**src/rtl/uart_pkg.sv**
```systemverilog
// ---------------------------------------------------------------------------
// uart_pkg
// Shared constants and FSM state encoding for the UART receive framer.
// Optional feature macro: UART_RX_PARITY_EN (adds the PARITY state, 8E1).
// ---------------------------------------------------------------------------
package uart_pkg;

  localparam int unsigned UART_DATA_W     = 8;
  localparam int unsigned UART_OVERSAMPLE = 16;
  // Tick count at which a bit is sampled (centre of a 16-tick bit period).
  localparam logic [3:0]  UART_MID_TICK   = 4'd7;

  typedef enum logic [2:0] {
    ST_IDLE,
    ST_START,
    ST_DATA,
`ifdef UART_RX_PARITY_EN
    ST_PARITY,
`endif
    ST_STOP,
    ST_WAIT_IDLE
  } uart_state_t;

endpackage

```
**src/rtl/uart_baud_tick.sv**
```systemverilog
// ---------------------------------------------------------------------------
// uart_baud_tick
// Free-running divider that emits a one-cycle tick every DIVISOR clocks.
// A synchronous clear holds the divider at zero so the tick phase can be
// restarted exactly on a start edge.
// Ports:
//   i_clk   - system clock, rising edge
//   i_rst_n - asynchronous active-low reset
//   i_clr   - synchronous clear (held: no ticks)
//   o_tick  - registered one-cycle tick
// ---------------------------------------------------------------------------
module uart_baud_tick #(
  parameter int unsigned DIVISOR = 325
) (
  input  logic i_clk,
  input  logic i_rst_n,
  input  logic i_clr,
  output logic o_tick
);

  localparam int unsigned CW   = (DIVISOR > 1) ? $clog2(DIVISOR) : 1;
  localparam logic [CW-1:0] LAST = CW'(DIVISOR - 1);

  logic [CW-1:0] r_cnt;
  logic          r_tick;

  always_ff @(posedge i_clk or negedge i_rst_n) begin
    if (!i_rst_n) begin
      r_cnt  <= '0;
      r_tick <= 1'b0;
    end else if (i_clr) begin
      r_cnt  <= '0;
      r_tick <= 1'b0;
    end else if (r_cnt == LAST) begin
      r_cnt  <= '0;
      r_tick <= 1'b1;
    end else begin
      r_cnt  <= r_cnt + 1'b1;
      r_tick <= 1'b0;
    end
  end

  assign o_tick = r_tick;

endmodule

```
**src/rtl/uart_rx_frame.sv**
```systemverilog
// ---------------------------------------------------------------------------
// uart_rx_frame
// UART receive framer: 16x oversampled, 8N1 (or 8E1 with UART_RX_PARITY_EN
// defined). Each good byte is presented on RxData with a one-cycle RxValid;
// bad frames raise RxFrameErr or RxParityErr instead.
// Ports:
//   Clk         - system clock, rising edge
//   Rst_n       - asynchronous active-low reset
//   Rx          - raw serial line, idle high, asynchronous to Clk
//   RxData      - last good byte, held until the next good frame
//   RxValid     - one-cycle pulse, RxData new in the same cycle
//   RxFrameErr  - one-cycle pulse, stop bit sampled low
//   RxParityErr - one-cycle pulse, parity mismatch (0 when compiled out)
//   RxBusy      - high from start-edge detection until return to IDLE
// ---------------------------------------------------------------------------
module uart_rx_frame
  import uart_pkg::*;
#(
  parameter int unsigned CLK_FREQ   = 50_000_000,
  parameter int unsigned BAUD       = 9600,
  parameter int unsigned OVERSAMPLE = 16
) (
  input  logic                   Clk,
  input  logic                   Rst_n,
  input  logic                   Rx,
  output logic [UART_DATA_W-1:0] RxData,
  output logic                   RxValid,
  output logic                   RxFrameErr,
  output logic                   RxParityErr,
  output logic                   RxBusy
);

  localparam int unsigned DIVISOR = CLK_FREQ / (BAUD * OVERSAMPLE);

  logic r_sync1, r_sync2, r_sync_d;
  logic w_fall, w_tick, w_tick_clr, w_mid;

  uart_state_t                          r_state;
  logic [$clog2(UART_OVERSAMPLE)-1:0]   r_tick_cnt;
  logic [2:0]                           r_bit_cnt;
  logic [UART_DATA_W-1:0]               r_shift;
  logic [UART_DATA_W-1:0]               r_data;
  logic                                 r_valid, r_ferr, r_busy;
`ifdef UART_RX_PARITY_EN
  logic                                 r_par_err, r_perr;
`endif

  // Two-flop synchronizer plus one delay stage for edge detection; all
  // reset to the idle-high level so reset release never looks like a start.
  always_ff @(posedge Clk or negedge Rst_n) begin
    if (!Rst_n) begin
      r_sync1  <= 1'b1;
      r_sync2  <= 1'b1;
      r_sync_d <= 1'b1;
    end else begin
      r_sync1  <= Rx;
      r_sync2  <= r_sync1;
      r_sync_d <= r_sync2;
    end
  end

  assign w_fall     = r_sync_d & ~r_sync2;
  assign w_tick_clr = (r_state == ST_IDLE);
  assign w_mid      = w_tick && (r_tick_cnt == UART_MID_TICK);

  uart_baud_tick #(.DIVISOR(DIVISOR)) u_baud_tick (
    .i_clk   (Clk),
    .i_rst_n (Rst_n),
    .i_clr   (w_tick_clr),
    .o_tick  (w_tick)
  );

  always_ff @(posedge Clk or negedge Rst_n) begin
    if (!Rst_n) begin
      r_state    <= ST_IDLE;
      r_tick_cnt <= '0;
      r_bit_cnt  <= '0;
      r_shift    <= '0;
      r_data     <= '0;
      r_valid    <= 1'b0;
      r_ferr     <= 1'b0;
      r_busy     <= 1'b0;
`ifdef UART_RX_PARITY_EN
      r_par_err  <= 1'b0;
      r_perr     <= 1'b0;
`endif
    end else begin
      r_valid <= 1'b0;
      r_ferr  <= 1'b0;
`ifdef UART_RX_PARITY_EN
      r_perr  <= 1'b0;
`endif
      if (w_tick) r_tick_cnt <= r_tick_cnt + 1'b1;

      case (r_state)
        ST_IDLE: begin
          r_tick_cnt <= '0;
          if (w_fall) begin
            r_state   <= ST_START;
            r_busy    <= 1'b1;
            r_bit_cnt <= '0;
`ifdef UART_RX_PARITY_EN
            r_par_err <= 1'b0;
`endif
          end
        end
        ST_START: begin
          if (w_mid) begin
            if (r_sync2) begin
              r_state <= ST_IDLE;   // glitch: line back high at mid-bit
              r_busy  <= 1'b0;
            end else begin
              r_state <= ST_DATA;
            end
          end
        end
        ST_DATA: begin
          if (w_mid) begin
            r_shift   <= {r_sync2, r_shift[UART_DATA_W-1:1]};
            r_bit_cnt <= r_bit_cnt + 1'b1;
            if (r_bit_cnt == 3'd7) begin
`ifdef UART_RX_PARITY_EN
              r_state <= ST_PARITY;
`else
              r_state <= ST_STOP;
`endif
            end
          end
        end
`ifdef UART_RX_PARITY_EN
        ST_PARITY: begin
          if (w_mid) begin
            if (r_sync2 != ^r_shift) r_par_err <= 1'b1;
            r_state <= ST_STOP;
          end
        end
`endif
        ST_STOP: begin
          // Leave at the mid-stop sample so a following start edge that
          // arrives right after a single stop bit is still caught.
          if (w_mid) begin
            if (!r_sync2) begin
              r_ferr  <= 1'b1;
              r_state <= ST_WAIT_IDLE;
            end
`ifdef UART_RX_PARITY_EN
            else if (r_par_err) begin
              r_perr  <= 1'b1;
              r_state <= ST_IDLE;
              r_busy  <= 1'b0;
            end
`endif
            else begin
              r_data  <= r_shift;
              r_valid <= 1'b1;
              r_state <= ST_IDLE;
              r_busy  <= 1'b0;
            end
          end
        end
        ST_WAIT_IDLE: begin
          if (r_sync2) begin
            r_state <= ST_IDLE;
            r_busy  <= 1'b0;
          end
        end
        default: begin
          r_state <= ST_IDLE;
          r_busy  <= 1'b0;
        end
      endcase
    end
  end

  assign RxData     = r_data;
  assign RxValid    = r_valid;
  assign RxFrameErr = r_ferr;
  assign RxBusy     = r_busy;
`ifdef UART_RX_PARITY_EN
  assign RxParityErr = r_perr;
`else
  assign RxParityErr = 1'b0;
`endif

endmodule

```
**config.mk**
```make
export PLATFORM = sky130hd
export DESIGN_NAME = uart_rx_frame
export DESIGN_NICKNAME = d
export VERILOG_FILES = /design/src/rtl/uart_pkg.sv /design/src/rtl/uart_baud_tick.sv /design/src/rtl/uart_rx_frame.sv
export SDC_FILE = /design/constraint.sdc
export NUM_CORES = 1
export LEC_CHECK = 0
export ABC_AREA = 0
export CAP_MARGIN = 10
export CORE_MARGIN = 2
export CORE_UTILIZATION = 32
export DETAILED_ROUTE_END_ITERATION = 10
export HOLD_SLACK_MARGIN = 0.1
export PLACE_DENSITY = 0.6
export SLEW_MARGIN = 0
export SYNTH_ARGS = -nofsm -noshare
export SYNTH_HDL_FRONTEND = slang
export SYNTH_SLANG_ARGS = --single-unit
```
**constraint.sdc**
```tcl
create_clock -name Clk -period 3.9 [get_ports Clk]
set_input_delay 0.39 -clock Clk [delete_from_list [all_inputs] [get_ports Clk]]
set_output_delay 0.39 -clock Clk [all_outputs]
set_load 0.1 [all_outputs]
```
; ---- Word-level counts from Yosys, hierarchy flattened
; Index checks and enable logic that the tools add are counted.
[totals]
regBits = 42
latchBits = 0
mem_bits_rw = 0
mem_bits_ro = 0
input_bits = 3
out_inout_bits = 12
word_cells = 71
n_memories = 0
[op_classes]
addsub = 3
mul = 0
div_mod_pow = 0
order_cmp = 0
n_eq_ne = 14
shifts = 0
muxes = 28
bitwise_logic = 3
reduce_logical = 10
[op_table]
columns = operator, count
row1 = 3-bit two-way mux, 9
row2 = 9-bit two-way mux, 2
row3 = 3-bit one-hot mux with 5 select lines, 1
row4 = "2-bit != test, second input constant", 6
row5 = 1-bit two-way mux, 11
row6 = "9-bit by 1-bit adder with 9-bit output, second input constant", 1
row7 = "9-bit equality test, second input constant", 1
row8 = 3-bit AND reduction, 3
row9 = 4-bit two-way mux, 2
row10 = "3-bit by 2-bit equality test with 1-bit output, second input constant", 2
row11 = "3-bit equality test, second input constant", 2
row12 = 3-bit one-hot mux with 2 select lines, 1
row13 = 6-bit AND reduction, 1
row14 = "4-bit by 1-bit adder with 4-bit output, second input constant", 1
row15 = "4-bit by 3-bit equality test with 1-bit output, second input constant", 1
row16 = 1-bit one-hot mux with 4 select lines, 1
row17 = 2-bit nonzero test, 2
row18 = "3-bit by 1-bit adder with 3-bit output, second input constant", 1
row19 = "3-bit by 1-bit equality test with 1-bit output, second input constant", 1
row20 = 3-bit zero test, 1
row21 = 2-bit two-way mux, 1
row22 = "2-bit by 1-bit != test with 1-bit output, second input constant", 1
row23 = 1-bit inverter, 2
row24 = 2-bit AND reduction, 1
row25 = other kinds (3), 3

; ---- Longest topological paths before layout
[logic_depth]
word_depth = 4
ltp_mapped = 6
depth_no_buf = 6

; ---- Cells and area by module
; A second synthesis with hierarchy kept.
[hier_totals]
hier_cells = 147
area_unflattened_um2 = 1874.3
[modules_own_cells]
columns = mod, instances, cells_per_inst, area_each_um2, seq_area_each_um2
row1 = uart_rx_frame, 1, 100, 1386.3, 804.5
row2 = uart_baud_tick, 1, 47, 488.0, 250.2

; ---- Least setup slack after synthesis
; Ideal clock, no wire load.
[synth_timing]
kind = flip-flop to flip-flop
from = register r_tick_cnt[0]
to = register r_data[0], in the netlist RxData[0]
setup_time_ns = 0.126
t_arrival_ns = 1.530
t_required_ns = 3.774
path_slack_ns = 2.245
path_stages_with_launch = 7
n_path_buf = 1
period_less_slack_ns = 1.655
cell_sequence = dfrtp_1 > ha_1 > and4b_1 > and2_1 > buf_6 > nand3_4 > mux2_2
[synth_via]
elab_chain_cells = 3
[synth_rtl]
columns = item, line
row1 = from (decl), uart_rx_frame.sv:39  ; logic [$clog2(UART_OVERSAMPLE)-1:0] r_tick_cnt;
row2 = from (signal assigned), uart_rx_frame.sv:93  ; if (w_tick) r_tick_cnt <= r_tick_cnt + 1'b1;
row3 = 4-bit by 3-bit equality test with 1-bit output, uart_rx_frame.sv:64  ; assign w_mid = w_tick && (r_tick_cnt == UART_MID_TICK);
row4 = 1-bit logical AND, uart_rx_frame.sv:64
row5 = 3-bit AND reduction (no source line), -
row6 = to (signal assigned), uart_rx_frame.sv:154  ; r_data <= r_shift;
row7 = to (decl), uart_rx_frame.sv:42  ; logic [UART_DATA_W-1:0] r_data;
; Every way passes these cells.
; A chain may end at the register's enable or synchronous reset.

; ---- Final worst setup path
[layout_timing]
from = register r_busy, in the netlist RxBusy
to = output port RxBusy
[layout_lines]
columns = item, line
row1 = from (decl), uart_rx_frame.sv:43  ; logic r_valid, r_ferr, r_busy;
row2 = from (signal assigned), uart_rx_frame.sv:82  ; r_busy <= 1'b0;
row3 = from (signal assigned), uart_rx_frame.sv:100  ; r_busy <= 1'b1;
row4 = from (signal assigned), uart_rx_frame.sv:111  ; r_busy <= 1'b0;
row5 = to (decl), uart_rx_frame.sv:30  ; output logic RxBusy
; No word-level cell between the ends.

==> out/metrics.yaml <==
outcome: "finished, final reports clean"
pwr_density_cell_nw_per_um2: 455
cp-start-kind: "register"
seq_area_frac_synth: 0.597
root_buffer: "clkbuf_8"
period_share: 0.565
hold_viol: 0
async_flop_share: 1.00
grt_pass1_wl_um: 5230
grt.total_usage: 0.108
htree_levels: 2
dieArea_um2: 6130
p_leak_nw: 1.00
placementRows: 27
cts.repair.resized: 0
rsz0062_at_grt: "false"
via_per_inst: 4.56
overflow: 0
worst_pin_slew_ns: 0.970
max-slew-margin-rel: 0.351
holdBufCountCts: 0
final_layout_size_suffix_gt1_frac: 0.190
vias: 1048
synth-edff-count: 0
synth_cells: 141
port_buffers: 13
syn2layout_area_growth_pct: 16.6
gp_congestion: 0.790
synth_cell_types: 32
multi_input_area_um2: 651
postRouteAntennaNets: 0
syn_area_um2: 1770
cts_tree: "yes"
ys_warn_count: 0
ir_worst_vdd_mv: 0.237
worst-setup-path-type: "reg -> out"
wl_per_cell_um: 12.4
fillCellCount: 531
total_power_mw: 0.938
path_cells: "clkdlybuf4s50_1"
cp_slowest_cell: "clkdlybuf4s50_1"
die_y_um: 78.3
maxCapViolCount: 0
yosys_register_bits: 42
crit_required_ns: 3.51
cts_setup_buffers: 0
clock_sinks: 42
setup_tns_ns: 0
regArea_um2: 1050
fmax_mhz: 454
drt_iter0_markers: 23
rrSetupSlack_ns: 2.06
crit_arrival_ns: 1.81
finalCriticalPeriod_ns: 2.20
clock-skew-final_ns: 0.00246
cp_num_buf_inv: 1
cp_max_fo: 4
fin_nets: 165
antenna_cells: 0
report.final.slew_viol_count: 0
wl_um: 2850
clock_path_buffers: 2
hpwl_um: 2020
num_io_pins: 15
synth_area_per_cell_um2: 12.5
synth_fp_nets: 149
cp-end-kind: "primary output"
clkLatencyLatePin_ns: 0.29
antenna_found_initial: 0
grt_pass1_vias: 1135
hp-class: "in -> async"
coreArea_um2: 5410
cts_buffers: 5
die_w_um: 78.3
cp_top_family: "buffers and inverters"
start_util: 0.327
synth_top_flop_cell: "dfrtp_1"
clk_pin_slew_ns: 0.07
setup_violations: 0
drcViolationCount: 0
max_stage_delay_ns: 1.14
grt_max_degree: 43
drt_pass1_iterations: 4
==> placed cells by master, fill, tap and decap left out, types with 4 or more instances in the layout <==
cell type         n
nor2_1           20
xnor2_1           7
clkdlybuf4s50_1  12
mux2_2           17
dfrtp_1          39
inv_1             8
nand2_1           6
nand3_1           4
ha_1              5
clkbuf_8          8
==> power by group <==
part,switching (mW),internal (mW)
Sequential,0.0437,0.474
Combinational,0.0541,0.0462
Clock,0.141,0.179
==> path summary, 6_finish.rpt <==
| check | from | endpoint | cells past startpoint |
|---|---|---|---|
| setup reg to reg | r_tick_cnt[0]$_DFFE_PN0P_ | r_bit_cnt[0]$_DFFE_PN0P_ | 5 |
| max in group asynchronous | Rst_n | RxData[7]$_DFFE_PN0P_ | 1 |
| hold reg to reg | r_sync1$_DFF_PN1_ | r_sync2$_DFF_PN1_ | 0 |
| min in group Clk | r_sync1$_DFF_PN1_ | r_sync2$_DFF_PN1_ | 0 |
| hold / removal | Rst_n | r_bit_cnt[0]$_DFFE_PN0P_ | 1 |
| setup / recovery | RxBusy$_DFFE_PN0P_ | RxBusy | 1 |
==> cell type report <==
type	instances	area share
multi-input cells	87	0.316
flip-flops and latches	42	0.512
well taps	72	0.0437
clock buffers	8	0.0534
inverters	8	0.0146
repair buffers	13	0.0607
==> per-stage QoR <==
stage | hold WS (ns) | setup slack (ns) | instances | utilization | area (µm²)
after floorplan | 0.0944 | 2.24 | 141 | - | 1770
after global placement | 0.346 | 2.01 | 222 | 0.361 | 1950
after detailed placement | 0.348 | 2.01 | 222 | 0.361 | 1950
after CTS | 0.261 | 1.69 | 230 | 0.381 | 2060
after global routing | 0.302 | 1.65 | 230 | 0.381 | 2060
final | 0.232 | 1.70 | 230 | 0.381 | 2060
==> routing by layer <==
layer  track usage  up-vias  wire length (µm)
met5             0        -                 0
met4        0.0474        0                50
met3        0.0299        6                98
met2         0.178       20              1410
met1         0.133      519              1300
li1              -      503                 -
==> Yosys cell counts, types with 2 or more instances <==
cell / n / area, µm²
nand4_1: 2 / 12.5
buf_4: 2 / 15.0
nand3_1: 4 / 20.0
dfrtp_1: 39 / 976
nor3_1: 2 / 10.0
a21oi_1: 3 / 15.0
mux2_2: 17 / 191
xnor2_1: 7 / 61.3
ha_1: 5 / 62.6
xor2_1: 3 / 26.3
a22o_1: 2 / 17.5
dfstp_2: 3 / 78.8
mux2i_1: 2 / 20.0
nand2_1: 6 / 22.5
inv_1: 8 / 30.0
nor2_1: 20 / 75.1
==> cell families after synthesis <==
kind of cell,synth area share
and+or+nand+nor,0.124
other,0.00212
muxes,0.120
adders and majority gates,0.0354
AOI/OAI and AO/OA,0.0375
xor gates and xnor gates,0.0496
DFF,0.597
buffers and inverters,0.0347
==> registers in the layout, summed over array words and instances, names as in the netlist <==
register            cells
RxBusy                  1
RxData                  8
RxFrameErr              1
RxValid                 1
r_bit_cnt               3
r_shift                 8
r_state                 3
r_sync1                 1
r_sync2                 1
r_sync_d                1
r_tick_cnt              4
u_baud_tick.o_tick      1
u_baud_tick.r_cnt       9
Note: power is estimated with default switching activity, not from simulation.
